## src/rtl/turn_lever_conditioner.sv

```systemverilog
// Turn-lever conditioner: sync, debounce, arbitrate, hold, gap.
// Optional hazard input and HAZARD state under TURN_HAZARD_EN.
module turn_lever_conditioner #(
  parameter int DEBOUNCE_CYCLES = 4,
  parameter int MIN_HOLD        = 4
) (
  input  logic clk,
  input  logic reset,
  input  logic left_raw,
  input  logic right_raw,
`ifdef TURN_HAZARD_EN
  input  logic hazard_raw,
`endif
  output logic left,
  output logic right,
  output logic busy
);

`ifdef TURN_HAZARD_EN
  localparam int N = 3;
`else
  localparam int N = 2;
`endif
  localparam int CW = $clog2(DEBOUNCE_CYCLES + 1);
  localparam int HW = $clog2(MIN_HOLD + 1);
  localparam logic [CW-1:0] CNT_LAST = CW'(DEBOUNCE_CYCLES - 1);
  localparam logic [HW-1:0] HOLD_LAST = HW'(MIN_HOLD - 1);

  typedef enum logic [2:0] {
    S_IDLE,
    S_LEFT,
    S_RIGHT,
`ifdef TURN_HAZARD_EN
    S_HAZARD,
`endif
    S_GAP
  } state_t;

  typedef enum logic [1:0] {
    P_NONE,
    P_LEFT,
    P_RIGHT
  } pend_t;

  logic [N-1:0]  w_raw;
  logic [N-1:0]  r_s1;
  logic [N-1:0]  r_s2;
  logic [N-1:0]  r_d;
  logic [CW-1:0] r_cnt [N];

  state_t        r_state;
  state_t        w_nxt;
  pend_t         r_pend;
  pend_t         w_pend_nxt;
  logic [HW-1:0] r_hold;
  logic [HW-1:0] w_hold_nxt;
  logic          w_hold_done;
  logic          w_l_only;
  logic          w_r_only;
  logic          w_none;
  logic          w_haz;
  logic          r_left;
  logic          r_right;
  logic          r_busy;

`ifdef TURN_HAZARD_EN
  assign w_raw = {hazard_raw, right_raw, left_raw};
  assign w_haz = r_d[2] | (r_d[0] & r_d[1]);
`else
  assign w_raw = {right_raw, left_raw};
  assign w_haz = 1'b0;
`endif

  assign w_l_only    = r_d[0] & ~r_d[1];
  assign w_r_only    = r_d[1] & ~r_d[0];
  assign w_none      = ~r_d[0] & ~r_d[1];
  assign w_hold_done = (r_hold == HOLD_LAST);

  // Two-flop sync, then accept a level only after a stable run
  always_ff @(posedge clk) begin
    if (reset) begin
      r_s1 <= '0;
      r_s2 <= '0;
      r_d  <= '0;
      for (int i = 0; i < N; i++) r_cnt[i] <= '0;
    end else begin
      r_s1 <= w_raw;
      r_s2 <= r_s1;
      for (int i = 0; i < N; i++) begin
        if (r_s2[i] == r_d[i]) begin
          r_cnt[i] <= '0;
        end else if (r_cnt[i] == CNT_LAST) begin
          r_d[i]   <= r_s2[i];
          r_cnt[i] <= '0;
        end else begin
          r_cnt[i] <= r_cnt[i] + 1'b1;
        end
      end
    end
  end

  // Next-state: arbitration, minimum hold, one dead cycle on turn change
  always_comb begin
    w_nxt      = r_state;
    w_pend_nxt = r_pend;
    w_hold_nxt = r_hold;
    unique case (r_state)
      S_IDLE: begin
        if (w_l_only) begin
          w_nxt      = S_LEFT;
          w_hold_nxt = '0;
        end else if (w_r_only) begin
          w_nxt      = S_RIGHT;
          w_hold_nxt = '0;
        end
      end
      S_LEFT: begin
        if (!w_hold_done) begin
          w_hold_nxt = r_hold + 1'b1;
        end else if (w_r_only) begin
          w_nxt      = S_GAP;
          w_pend_nxt = P_RIGHT;
        end else if (w_none) begin
          w_nxt = S_IDLE;
        end
      end
      S_RIGHT: begin
        if (!w_hold_done) begin
          w_hold_nxt = r_hold + 1'b1;
        end else if (w_l_only) begin
          w_nxt      = S_GAP;
          w_pend_nxt = P_LEFT;
        end else if (w_none) begin
          w_nxt = S_IDLE;
        end
      end
      S_GAP: begin
        w_hold_nxt = '0;
        if (r_pend == P_LEFT && w_l_only) begin
          w_nxt = S_LEFT;
        end else if (r_pend == P_RIGHT && w_r_only) begin
          w_nxt = S_RIGHT;
        end else begin
          w_nxt = S_IDLE;
        end
      end
`ifdef TURN_HAZARD_EN
      S_HAZARD: begin
        if (!w_haz) begin
          w_nxt      = S_GAP;
          w_pend_nxt = P_NONE;
        end
      end
`endif
      default: w_nxt = S_IDLE;
    endcase
`ifdef TURN_HAZARD_EN
    if (w_haz) w_nxt = S_HAZARD;
`endif
  end

  // State and outputs registered together from the next state
  always_ff @(posedge clk) begin
    if (reset) begin
      r_state <= S_IDLE;
      r_pend  <= P_NONE;
      r_hold  <= '0;
      r_left  <= 1'b0;
      r_right <= 1'b0;
      r_busy  <= 1'b0;
    end else begin
      r_state <= w_nxt;
      r_pend  <= w_pend_nxt;
      r_hold  <= w_hold_nxt;
`ifdef TURN_HAZARD_EN
      r_left  <= (w_nxt == S_LEFT) | (w_nxt == S_HAZARD);
      r_right <= (w_nxt == S_RIGHT) | (w_nxt == S_HAZARD);
`else
      r_left  <= (w_nxt == S_LEFT);
      r_right <= (w_nxt == S_RIGHT);
`endif
      r_busy  <= (w_nxt != S_IDLE);
    end
  end

  assign left  = r_left;
  assign right = r_right;
  assign busy  = r_busy;

endmodule

```

## config.mk

```make
export PLATFORM = sky130hd
export DESIGN_NAME = turn_lever_conditioner
export DESIGN_NICKNAME = d
export VERILOG_FILES = /design/src/rtl/turn_lever_conditioner.sv
export SDC_FILE = /design/constraint.sdc
export NUM_CORES = 1
export LEC_CHECK = 0
export ABC_AREA = 0
export ABC_CLOCK_PERIOD_IN_PS = 2950
export CORE_MARGIN = 5
export CORE_UTILIZATION = 30
export DETAILED_ROUTE_END_ITERATION = 8
export PLACE_DENSITY = 0.44
export REMOVE_ABC_BUFFERS = 1
export SYNTH_ARGS = -nofsm -noshare
export SYNTH_HDL_FRONTEND = slang
export SYNTH_SLANG_ARGS = --single-unit
```

## constraint.sdc

```tcl
create_clock -name clk -period 2.95 [get_ports clk]
set_input_delay 0.885 -clock clk [delete_from_list [all_inputs] [get_ports clk]]
set_output_delay 0.885 -clock clk [all_outputs]
set_load 0.005 [all_outputs]
```

==> summary.md <==
| Metric | Value |
|---|---|
| Status | `finished clean` |
| Slowest-stage cell, CP | `clkdlybuf4s50_1` |
| Leak | `between 0.0005 and 0.0006 uW` |
| Final period utilization | `between 60% and 70%` |
| Class of the worst hold path | `reg -> reg` |
| Share of post-route cells with drive strength above 1 | `about 8.5%` |
| Routability cong. | `~0.7` |
| Root Driver | `clkbuf_8` |
| # resized after CTS | `0` |
| Unrepaired setup endpoints after global routing | `no` |
| Most instantiated library cell after synthesis | `dfxtp_1` |
| Slew @ Worst Pin | `around 0.53 ns` |
| Worst Path Required | `just over 2 ns` |
| Final nets | `approximately 130` |
| CTS Buf Count | `3` |
| Cts hold-fix bufs | `0` |
| Power per cell area | `432 mW/mm^2` |
| Crit path arrival time | `around 1.1 ns` |
| Multi-input gate area | `between 500 and 600 um^2` |
| Met2 usage | `10.9%` |
| Antenna Nets Post-Route | `0` |
| Pre-CTS setup slack | `approximately 0.74 ns` |
| DRT Wirelength | `~1800 um` |
| Synth top cells by count | `dfxtp_1, nor2_1, ha_1, inv_1, nor2b_1` |
| Max-Cap Viols | `0` |
| Post-Syn Area | `roughly 0.0011 mm^2` |
| Via density | `4.40` |
| Post-Syn Instances | `107` |
| Share of the synthesized area in the top cell type | `30.6%` |
| Distinct cells, synth | `30` |
| Full die area | `between 0.005 and 0.006 mm^2` |
| Max FO, Critical Path | `1` |
| RR Startpoint | `r_d[1]$_SDFFE_PP0P_` |
| Hold path endpoint | `r_s2[1]$_SDFF_PP0_` |
| Path depth of the worst reg2reg path | `5` |
| Setup tns final | `0 ns` |
| Hold Path Stages | `1` |
| Area post-placement | `about 0.0012 mm^2` |
| Initial DRT Pass Iterations | `2` |
| Area grow syn2layout | `14.2%` |
| Top area cells in the synthesized netlist | `dfxtp_1, edfxtp_1, ha_1` |
| Total congestion overflow | `0` |
| Final Max Slew Viols | `0` |
| Global-route wire length before repair | `about 3200 um` |
| Met1 Usage GRT | `11.0%` |
| FF-to-FF End | `busy$_SDFF_PP0_` |
| Crit-path cells | `clkdlybuf4s50_1` |
| Initial core utilization | `a little under a third` |
| CTS tree | `built` |
| Synth Area per Inst | `10.4 um^2` |
| Worst Path Buf+Inv | `1` |
| Synth Register Bits | `23` |
| Slowest cell delay on critical path | `just under 0.5 ns` |
| DR iter-0 viols | `23` |
| GRT Overall Usage | `7.94%` |
| # DRC | `0` |
| Max-slew headroom | `approximately 64%` |
| Count of final hold-check violations | `0` |
| Final min period | `approximately 1.9 ns` |
| Peak supply drop | `~0.16 mV` |
| Core area | `about 0.0036 mm^2` |
| Top Ports | `7` |
| CP endpoint kind | `output port` |
| Flop2flop setup slack | `approximately 1.2 ns` |
| Hold WS | `between 0.4 and 0.5 ns` |
| Row cnt | `22` |
| Hold_sp | `r_s1[1]$_SDFF_PP0_` |
| Port buffer count | `6` |
| GR peak layer | `met1` |
| H-tree depth | `1` |
| Die span in x | `slightly above 70 um` |
| Reg area | `520 um^2` |
| Area leader, netlist | `dfxtp_1` |
| CTS max path bufs | `2` |
| Inserted Diodes | `0` |
| Asr flop ratio synth | `0%` |
| Setup Fix Bufs, Post-CTS | `0` |
| Detailed placement HPWL | `1360 um` |
| Seq/Total Area, Yosys | `a little under half` |
| Final Power | `~550 uW` |
| Post-route cell area | `about 0.0013 mm^2` |
| Largest delay share family, worst path | `buffers and inverters` |
| Initial antenna violation count | `0` |
| Fmax | `about 0.51 GHz` |
| Top_reg_cell synth | `dfxtp_1` |
| Die H | `~71 um` |
| CP startpoint kind | `flip-flop` |
| Clock slew at reported path FFs | `about 0.08 ns` |
| Clock sinks | `23` |
| Setup WS post-layout | `1.00 ns` |
| Setup violators final | `0` |
| Clock skew | `0.00158 ns` |
| FILL cells | `400` |
| Post-synth EDFFs | `6` |
| Crit path kind | `reg -> out` |
| Number of global-route vias before repair | `701` |
| DR WL/cell | `around 11 um` |
| Syn. warnings | `0` |
| Clk_lat worst skew | `0.26 ns` |
| Largest net degree at the start of global routing | `13` |
| Via count | `730` |
| Met3 Use GR | `2.41%` |
## area by class of cell
cell class / instances / area share (%)
Sequential cell: 23 / 41.0
Tap cell: 48 / 4.73
Multi-Input combinational cell: 75 / 42.8
Timing Repair Buffer: 7 / 5.32
Clock buffer: 4 / 3.55
Inverter: 9 / 2.66
## where the power goes
part	switching, uW	internal, uW
logic	12.0	11.7
clock network	92.3	96.1
registers	5.51	331
## registers in the layout, summed over array words and instances, names as in the netlist
register and count:
r_state 3, r_hold 3, busy 1, r_pend 2
r_cnt 6, r_s1 2, r_s2 2, r_d 2
left 1, right 1
## cells by family (layout without fill, tap and decap cells)
group / count (synthesis) / in the layout / share of synthesized area (%)
adders and majority gates: 9 / 9 / 10.1
AOI/OAI and AO/OA: 9 / 9 / 6.30
DFF: 23 / 23 / 46.8
xor gates and xnor gates: 3 / 3 / 2.36
and+or+nand+nor: 43 / 43 / 24.1
other: 2 / 7 / 0.675
muxes: 4 / 4 / 3.60
buffers and inverters: 14 / 20 / 6.07
## cell usage in the layout, fill, tap and decap left out, drive strengths merged, types with 4 or more instances in the layout
cell           instances
mux2i                  4
ha                     9
nor2                  13
clkdlybuf4s50          6
edfxtp                 6
clkbuf                 4
nor2b                  7
or3                    4
dfxtp                 17
conb                   7
inv                    9
nor3                   6
## how the worst max path moves through the flow
| stage | from | end | slack, ns | cells after the start |
|---|---|---|---|---|
| after floorplan | r_d[0]$_SDFFE_PP0N_ | r_hold[1]$_SDFFE_PP0P_ | 1.41 | 6 |
| after global placement | reset | r_cnt[0][0]$_SDFFCE_PN0P_ | 0.79 | 3 |
| after detailed placement | reset | r_cnt[0][1]$_SDFFCE_PN0P_ | 0.74 | 3 |
| after CTS | right$_SDFF_PP0_ | right | 0.98 | 1 |
| after global routing | busy$_SDFF_PP0_ | busy | 0.94 | 1 |
| final | right$_SDFF_PP0_ | right | 1.00 | 1 |
## per-layer routing
metal	routed length, um	up-vias
li1	-	377
met1	946	341
met2	755	8
met3	50	4
met4	31	0
met5	0	-
## per-stage QoR
step,instances,utilization [%]
2_1_floorplan,107,-
3_3_place_gp,162,33.7
3_5_place_dp,162,33.7
4_1_cts,166,35.0
5_1_grt,166,35.0
6_report,166,35.0
(Power assumes the default switching activity.)
